$ cat src/rtl/cache_controller_pkg.sv
// Shared types for the L1 cache controller: address/command layout,
// cache line format, MESI encoding and controller state.
package cache_controller_pkg;

   localparam int SETS     = 16384;
   localparam int WAYS     = 8;
   localparam int INDEX_W  = $clog2(SETS);
   localparam int LRU_W    = $clog2(WAYS);
   localparam int OFFSET_W = 6;
   localparam int ADDR_W   = 32;
   localparam int TAG_W    = ADDR_W - INDEX_W - OFFSET_W;
   localparam int DATA_W   = 32;

   localparam logic [3:0] CMD_READ    = 4'd0;
   localparam logic [3:0] CMD_WRITE   = 4'd1;
   localparam logic [3:0] CMD_IFETCH  = 4'd2;
   localparam logic [3:0] CMD_SNP_INV = 4'd3;
   localparam logic [3:0] CMD_SNP_RD  = 4'd4;
   localparam logic [3:0] CMD_RESET   = 4'd8;
   localparam logic [3:0] CMD_PRINT   = 4'd9;

   typedef enum logic [1:0] {
      MESI_I = 2'd0,
      MESI_S = 2'd1,
      MESI_E = 2'd2,
      MESI_M = 2'd3
   } mesi_t;

   typedef struct packed {
      logic [TAG_W-1:0]    tag;
      logic [INDEX_W-1:0]  set_index;
      logic [OFFSET_W-1:0] offset;
   } address_t;

   typedef struct packed {
      logic [3:0] n;
      address_t   address;
   } command_t;

   typedef struct packed {
      logic [TAG_W-1:0]  tag;
      mesi_t             mesi;
      logic [LRU_W-1:0]  lru;
      logic [DATA_W-1:0] data;
   } cache_line_t;

   typedef enum logic [2:0] {
      ST_IDLE,
      ST_RD,
      ST_CMP,
      ST_WR,
      ST_DONE
   } ctrl_state_t;

   // Commands that read, compare and write back a set
   function automatic logic uses_cmp(input logic [3:0] n);
      return n <= CMD_SNP_RD;
   endfunction

   // Commands that touch LRU and the hit/miss statistics
   function automatic logic is_access(input logic [3:0] n);
      return n == CMD_READ || n == CMD_WRITE || n == CMD_IFETCH;
   endfunction

endpackage

$ cat src/rtl/cache_controller_lru.sv
// True-LRU age update for one set: accessed way becomes 0 (MRU),
// ways younger than it age by one, older ways keep their age.
module lru_update #(
   parameter int ways = 8,
   parameter int LW   = $clog2(ways)
) (
   input  logic [ways-1:0][LW-1:0] lru,
   input  logic [LW-1:0]           way,
   output logic [ways-1:0][LW-1:0] lru_next
);

   logic [LW-1:0] pivot;

   always_comb begin
      lru_next = lru;
      pivot    = lru[way];
      for (int i = 0; i < ways; i++) begin
         if (i == int'(way))
            lru_next[i] = '0;
         else if (lru[i] < pivot)
            lru_next[i] = lru[i] + 1'b1;
      end
   end

endmodule

$ cat src/rtl/cache_controller.sv
// Sequencing FSM for the set-associative L1: read set, tag compare,
// LRU/MESI update, write back, status and statistics.
module cache_controller
   import cache_controller_pkg::*;
#(
   parameter int sets  = SETS,
   parameter int ways  = WAYS,
   parameter int CNT_W = 32
) (
   input  logic                         clk,
   input  logic                         rst_n,
   input  logic                         cmd_valid,
   output logic                         cmd_ready,
   input  command_t                     cmd,
   output command_t                     instruction,
   output logic                         read_enable,
   output logic                         write_enable,
   input  cache_line_t [ways-1:0]       cache_rd,
   output cache_line_t [ways-1:0]       cache_wr,
   output logic                         done,
   output logic                         hit,
   output logic                         writeback,
   output logic [$clog2(ways)-1:0]      way_out,
   output logic [CNT_W-1:0]             hit_count,
   output logic [CNT_W-1:0]             miss_count,
   output logic [CNT_W-1:0]             read_count,
   output logic [CNT_W-1:0]             write_count
);

   localparam int LW = $clog2(ways);

   if ($clog2(sets) != INDEX_W) begin : g_bad_sets
      $error("sets does not match the address layout");
   end

   ctrl_state_t             state;
   cache_line_t [ways-1:0]  rd_q;
   cache_line_t [ways-1:0]  set_new;
   logic [ways-1:0][LW-1:0] lru_cur;
   logic [ways-1:0][LW-1:0] lru_new;

   logic          hit_any;
   logic          inv_any;
   logic          fill;
   logic          upd_lru;
   logic          wb_new;
   logic [LW-1:0] hit_way;
   logic [LW-1:0] inv_way;
   logic [LW-1:0] old_way;
   logic [LW-1:0] victim;
   logic [LW-1:0] acc_way;
   logic [LW-1:0] way_new;

   function automatic logic [CNT_W-1:0] sat_inc(input logic [CNT_W-1:0] v);
      return (&v) ? v : v + 1'b1;
   endfunction

   // Descending scan so the lowest matching index wins
   always_comb begin
      hit_any = 1'b0;
      inv_any = 1'b0;
      hit_way = '0;
      inv_way = '0;
      old_way = '0;
      lru_cur = '0;
      for (int i = ways - 1; i >= 0; i--) begin
         lru_cur[i] = rd_q[i].lru;
         if (rd_q[i].mesi != MESI_I &&
             rd_q[i].tag == instruction.address.tag) begin
            hit_any = 1'b1;
            hit_way = LW'(i);
         end
         if (rd_q[i].mesi == MESI_I) begin
            inv_any = 1'b1;
            inv_way = LW'(i);
         end
         if (rd_q[i].lru == LW'(ways - 1))
            old_way = LW'(i);
      end
      victim  = inv_any ? inv_way : old_way;
      acc_way = hit_any ? hit_way : victim;
   end

   lru_update #(
      .ways (ways),
      .LW   (LW)
   ) u_lru (
      .lru      (lru_cur),
      .way      (acc_way),
      .lru_next (lru_new)
   );

   always_comb begin
      set_new = rd_q;
      fill    = 1'b0;
      upd_lru = 1'b0;
      wb_new  = 1'b0;
      case (instruction.n)
         CMD_READ, CMD_IFETCH: begin
            upd_lru = 1'b1;
            if (!hit_any) begin
               fill                 = 1'b1;
               set_new[victim].tag  = instruction.address.tag;
               set_new[victim].mesi = MESI_E;
            end
         end
         CMD_WRITE: begin
            upd_lru = 1'b1;
            if (hit_any) begin
               set_new[hit_way].mesi = MESI_M;
            end else begin
               fill                 = 1'b1;
               set_new[victim].tag  = instruction.address.tag;
               set_new[victim].mesi = MESI_M;
            end
         end
         CMD_SNP_INV: begin
            if (hit_any)
               set_new[hit_way].mesi = MESI_I;
         end
         CMD_SNP_RD: begin
            if (hit_any && (rd_q[hit_way].mesi == MESI_M ||
                            rd_q[hit_way].mesi == MESI_E)) begin
               set_new[hit_way].mesi = MESI_S;
               wb_new = rd_q[hit_way].mesi == MESI_M;
            end
         end
         default: ;
      endcase
      if (fill && rd_q[victim].mesi == MESI_M)
         wb_new = 1'b1;
      if (upd_lru) begin
         for (int i = 0; i < ways; i++)
            set_new[i].lru = lru_new[i];
      end
      way_new = hit_any ? hit_way : (fill ? victim : '0);
   end

   always_ff @(posedge clk) begin
      if (!rst_n) begin
         state        <= ST_IDLE;
         cmd_ready    <= 1'b1;
         instruction  <= '0;
         read_enable  <= 1'b0;
         write_enable <= 1'b0;
         done         <= 1'b0;
         hit          <= 1'b0;
         writeback    <= 1'b0;
         way_out      <= '0;
         rd_q         <= '0;
         cache_wr     <= '0;
         hit_count    <= '0;
         miss_count   <= '0;
         read_count   <= '0;
         write_count  <= '0;
      end else begin
         read_enable  <= 1'b0;
         write_enable <= 1'b0;
         done         <= 1'b0;
         unique case (state)
            ST_IDLE: begin
               if (cmd_valid) begin
                  instruction <= cmd;
                  cmd_ready   <= 1'b0;
                  hit         <= 1'b0;
                  writeback   <= 1'b0;
                  way_out     <= '0;
                  if (uses_cmp(cmd.n) || cmd.n == CMD_PRINT) begin
                     state       <= ST_RD;
                     read_enable <= 1'b1;
                  end else if (cmd.n == CMD_RESET) begin
                     state        <= ST_WR;
                     write_enable <= 1'b1;
                  end else begin
                     state <= ST_DONE;
                     done  <= 1'b1;
                  end
               end
            end
            ST_RD: begin
               rd_q <= cache_rd;
               if (instruction.n == CMD_PRINT) begin
                  state <= ST_DONE;
                  done  <= 1'b1;
               end else begin
                  state <= ST_CMP;
               end
            end
            ST_CMP: begin
               cache_wr     <= set_new;
               hit          <= hit_any;
               writeback    <= wb_new;
               way_out      <= way_new;
               state        <= ST_WR;
               write_enable <= 1'b1;
            end
            ST_WR: begin
               state <= ST_DONE;
               done  <= 1'b1;
               if (instruction.n == CMD_RESET) begin
                  hit_count   <= '0;
                  miss_count  <= '0;
                  read_count  <= '0;
                  write_count <= '0;
               end else if (is_access(instruction.n)) begin
                  if (hit)
                     hit_count <= sat_inc(hit_count);
                  else
                     miss_count <= sat_inc(miss_count);
                  if (instruction.n == CMD_WRITE)
                     write_count <= sat_inc(write_count);
                  else
                     read_count <= sat_inc(read_count);
               end
            end
            ST_DONE: begin
               state     <= ST_IDLE;
               cmd_ready <= 1'b1;
            end
            default: begin
               state     <= ST_IDLE;
               cmd_ready <= 1'b1;
            end
         endcase
      end
   end

endmodule

$ cat config.mk
export PLATFORM = sky130hd
export DESIGN_NAME = cache_controller
export DESIGN_NICKNAME = d
export VERILOG_FILES = /design/src/rtl/cache_controller_pkg.sv /design/src/rtl/cache_controller_lru.sv /design/src/rtl/cache_controller.sv
export SDC_FILE = /design/constraint.sdc
export NUM_CORES = 2
export LEC_CHECK = 0
export BUFFER_PORTS_ARGS = -buffer_cell sky130_fd_sc_hd__buf_2
export CAP_MARGIN = 20
export CORE_AREA = 4 4 389 391
export DETAILED_ROUTE_END_ITERATION = 8
export DIE_AREA = 0 0 393 395
export GPL_TIMING_DRIVEN = 0
export SLEW_MARGIN = 10
export SYNTH_ARGS = -nofsm -noshare
export SYNTH_HDL_FRONTEND = slang
export SYNTH_SLANG_ARGS = --single-unit
export TNS_END_PERCENT = 20
$ cat constraint.sdc
create_clock -name clk -period 4.8 [get_ports clk]
set_input_delay 0.48 -clock clk [delete_from_list [all_inputs] [get_ports clk]]
set_output_delay 0.48 -clock clk [all_outputs]
set_load 0.005 [all_outputs]
==> flow_summary.toml <==
[power_and_ir_drop]
power_density_nw_per_um2 = 370
vdd_ir_drop_max_mv = 0.309
leakagePower_nw = 23.8

[clocking]
cts.sinks = 960
cts_root_buffer = "clkbuf_16"
cts_buffers = 109
clk_latency_ns = 0.74
cts_max_path_buffers = 3
htree_levels = 3
cts.clk_slew.worst_paths_ns = 0.06
cts_tree = "built"

[timing]
finalHoldViolCount = 0
setup_viol = 0
min_period_over_period_pct = 98.6
clock.fmax_mhz = 211
max_slew.worst_pin.slew_ns = 1.20
period_minus_slack_ns = 4.73
relSlewSlack_pct = 19.7
layout_setup_ws_ns = 0.0664
slew_viol_final = 0
fin_skew_ns = 0.0593

[floorplan]
start_util_pct = 27.7
fp.dieW_um = 393
die_area_um2 = 155000
core_area_um2 = 147000
io_pins = 996
die_h_um = 395
placementRows = 141

[yosys]
yosysWarningCount = 0
synth_area_um2 = 40800
seq_area_frac_synth_pct = 47.1
synth_edf_count = 0
synth-seq-cells = 960
yosysUniqueCellTypes = 94
avgSynthCellArea_um2 = 8.41
ys.flop_type = "dfxtp_1"
async_flop_share_pct = 0
netlist_instances = 4853
synth_fp_nets = 5312

[flow_run]
cap_violations = 0

[placed_design]
dp_hpwl_um = 161000
pre_cts_slack_ns = -1.62
place.gp.congestion = 0.927
place_inst = 7786
portBuffers = 994

[drt]
vias_per_cell = 4.94
wl_um = 208000
wire_per_inst_um = 24.7
drt_iter0_markers = 2727
drtPass1Iterations = 6
drcViolationCount = 0
dr_total_vias = 41600
ant_nets = 0

[finish]
nets = 6832
final_common_cell = "nand2_1"
most-common-layout-cells = "nand2_1, buf_2, dfxtp_1"
final_cells = 8415
syn_to_final_growth_pct = 38.8
fillers = 15000
drive_gt1_share_pct = 20.6

[setup_path]
start_kind = "flip-flop"
worstSetupPathType = "flip-flop to flip-flop"
cp_data_required_time_ns = 5.42
cp_max_fo = 10
crit_path_end_kind = "flip-flop"
crit_arrival_ns = 5.36

[global_route]
grt_pass1_vias = 40700
antenna_found_initial = 48
grt_first_pass_wirelength_um = 289000
grt_overflow = 0
grt_max_degree = 17
grt_usage_pct = 25.6

[worst_hold_path]
hold_class = "input port to flip-flop"

[status]
outcome = "finished, final reports clean"
-- path summary, 6_finish.rpt --
| path | startpoint | to | slack [ns] | cells after the start |
|---|---|---|---|---|
| worst max register to register | instruction[21]$_SDFFE_PN0P_ | cache_wr[183]$_SDFFE_PN0P_ | 0.07 | 14 |
| worst max-delay path | instruction[21]$_SDFFE_PN0P_ | cache_wr[183]$_SDFFE_PN0P_ | 0.07 | 14 |
| worst min register to register | rd_q[298]$_SDFFE_PN0P_ | cache_wr[298]$_SDFFE_PN0P_ | 0.43 | 2 |
| worst min-delay path | cache_rd[309] | rd_q[309]$_SDFFE_PN0P_ | 0.07 | 3 |
-- per-stage QoR --
step	utilization, %	hold WS, ns	cell area, um2	power [mW]	TNS, ns
2_1_floorplan	-	0.441	40800	10.3	0
3_3_place_gp	32.7	0.439	48200	11.7	-141.61
3_5_place_dp	32.8	0.441	48300	11.8	-84.90
4_1_cts	38.2	0.000954	56400	21.1	-0.0268
5_1_grt	38.4	0.0106	56600	21.7	-0.649
6_report	38.4	0.0653	56600	21.0	0
-- layout make-up --
| type | count | area (um2) | area share [%] |
|---|---|---|---|
| clock inverter | 46 | 661 | 1.17 |
| multi-input combinational | 3513 | 20300 | 35.8 |
| sequential | 960 | 19200 | 33.9 |
| buffer | 343 | 1560 | 2.76 |
| inverter | 35 | 131 | 0.232 |
| timing repair buffer | 1411 | 9150 | 16.2 |
| antenna | 22 | 55.1 | 0.0972 |
| clock buffer | 155 | 3170 | 5.60 |
| tap | 1930 | 2410 | 4.26 |
-- cell families after synthesis --
kind of cell | after synthesis | share of synthesized area, %
buffers and inverters | 380 | 3.71
adders and majority gates | 30 | 0.911
muxes | 100 | 2.51
and+or+nand+nor | 2106 | 21.5
AOI/OAI and AO/OA | 1076 | 19.9
DFF | 960 | 47.1
xor gates and xnor gates | 201 | 4.31
-- where the power goes --
group / switching [mW] / total (mW) / internal, mW
Clock: 3.71 / 8.93 / 5.22
Combinational: 2.16 / 3.43 / 1.27
Sequential: 0.293 / 8.60 / 8.31
-- routing by layer --
metal	GRT usage [%]	share of wire, %
met1	30.6	39
met2	41.5	45
met3	8.14	9.5
met4	12.4	5.8
met5	0	0.10
-- cell usage after synthesis (7+ instances only) --
master | count | area share, %
inv_1 | 35 | 0.32
and2_1 | 17 | 0.26
nor4_1 | 21 | 0.32
ha_1 | 28 | 0.86
o21ai_0 | 66 | 0.81
or2_2 | 14 | 0.21
xnor2_1 | 81 | 1.7
o22ai_1 | 7 | 0.11
dfxtp_1 | 960 | 47
clkbuf_1 | 297 | 2.7
buf_1 | 15 | 0.14
a21oi_1 | 61 | 0.75
nand2_1 | 1592 | 15
nor3_1 | 19 | 0.23
buf_4 | 11 | 0.20
xor2_1 | 120 | 2.6
a21boi_0 | 688 | 13
nand4_1 | 44 | 0.67
a22oi_1 | 10 | 0.18
and4_1 | 18 | 0.39
a31oi_1 | 25 | 0.38
nand3_1 | 85 | 1.0
buf_2 | 19 | 0.23
nor2_1 | 182 | 1.7
or3_1 | 23 | 0.35
o21bai_1 | 7 | 0.13
mux2i_1 | 95 | 2.3
o211a_1 | 99 | 2.4
o211ai_1 | 18 | 0.33
and3_1 | 31 | 0.48
nor2b_1 | 14 | 0.21
a21o_1 | 7 | 0.13
-- critical path: stages (launching register included) --
cell and delay, ns:
dfxtp_1 0.36, buf_6 0.26, xor2_1 0.12, nor4_1 0.32
nand4_1 0.18, nor4_1 0.58, a211oi_2 0.22, o41ai_2 0.47
buf_4 0.30, nand2_1 0.07, a32o_1 0.33, or3_1 0.41
a21oi_2 0.48, a221oi_1 0.27, a21o_1 0.22
-- repair_timing --
| item | 4_1_cts | 5_1_grt |
|---|---|---|
| buffers inserted | 4 | 9 |
| gates resized for setup | 62 | 35 |
| endpoints found under the hold margin | 395 | 0 |
| pin swaps | 2 | 10 |
| endpoints found under the setup margin | 133 | 68 |
| hold buffers | 394 | 0 |
| gates cloned | 0 | 0 |
-- state kept, by name, summed over array words and instances (netlist names) --
name / count
read_count: 32
rd_q: 368
writeback: 1
lru_cur: 24
miss_count: 32
instruction: 36
cache_wr: 392
cmd_ready: 1
hit: 1
hit_count: 32
write_count: 32
read_enable: 1
state: 3
write_enable: 1
way_out: 3
done: 1
Power figures use the tool's default switching activity.
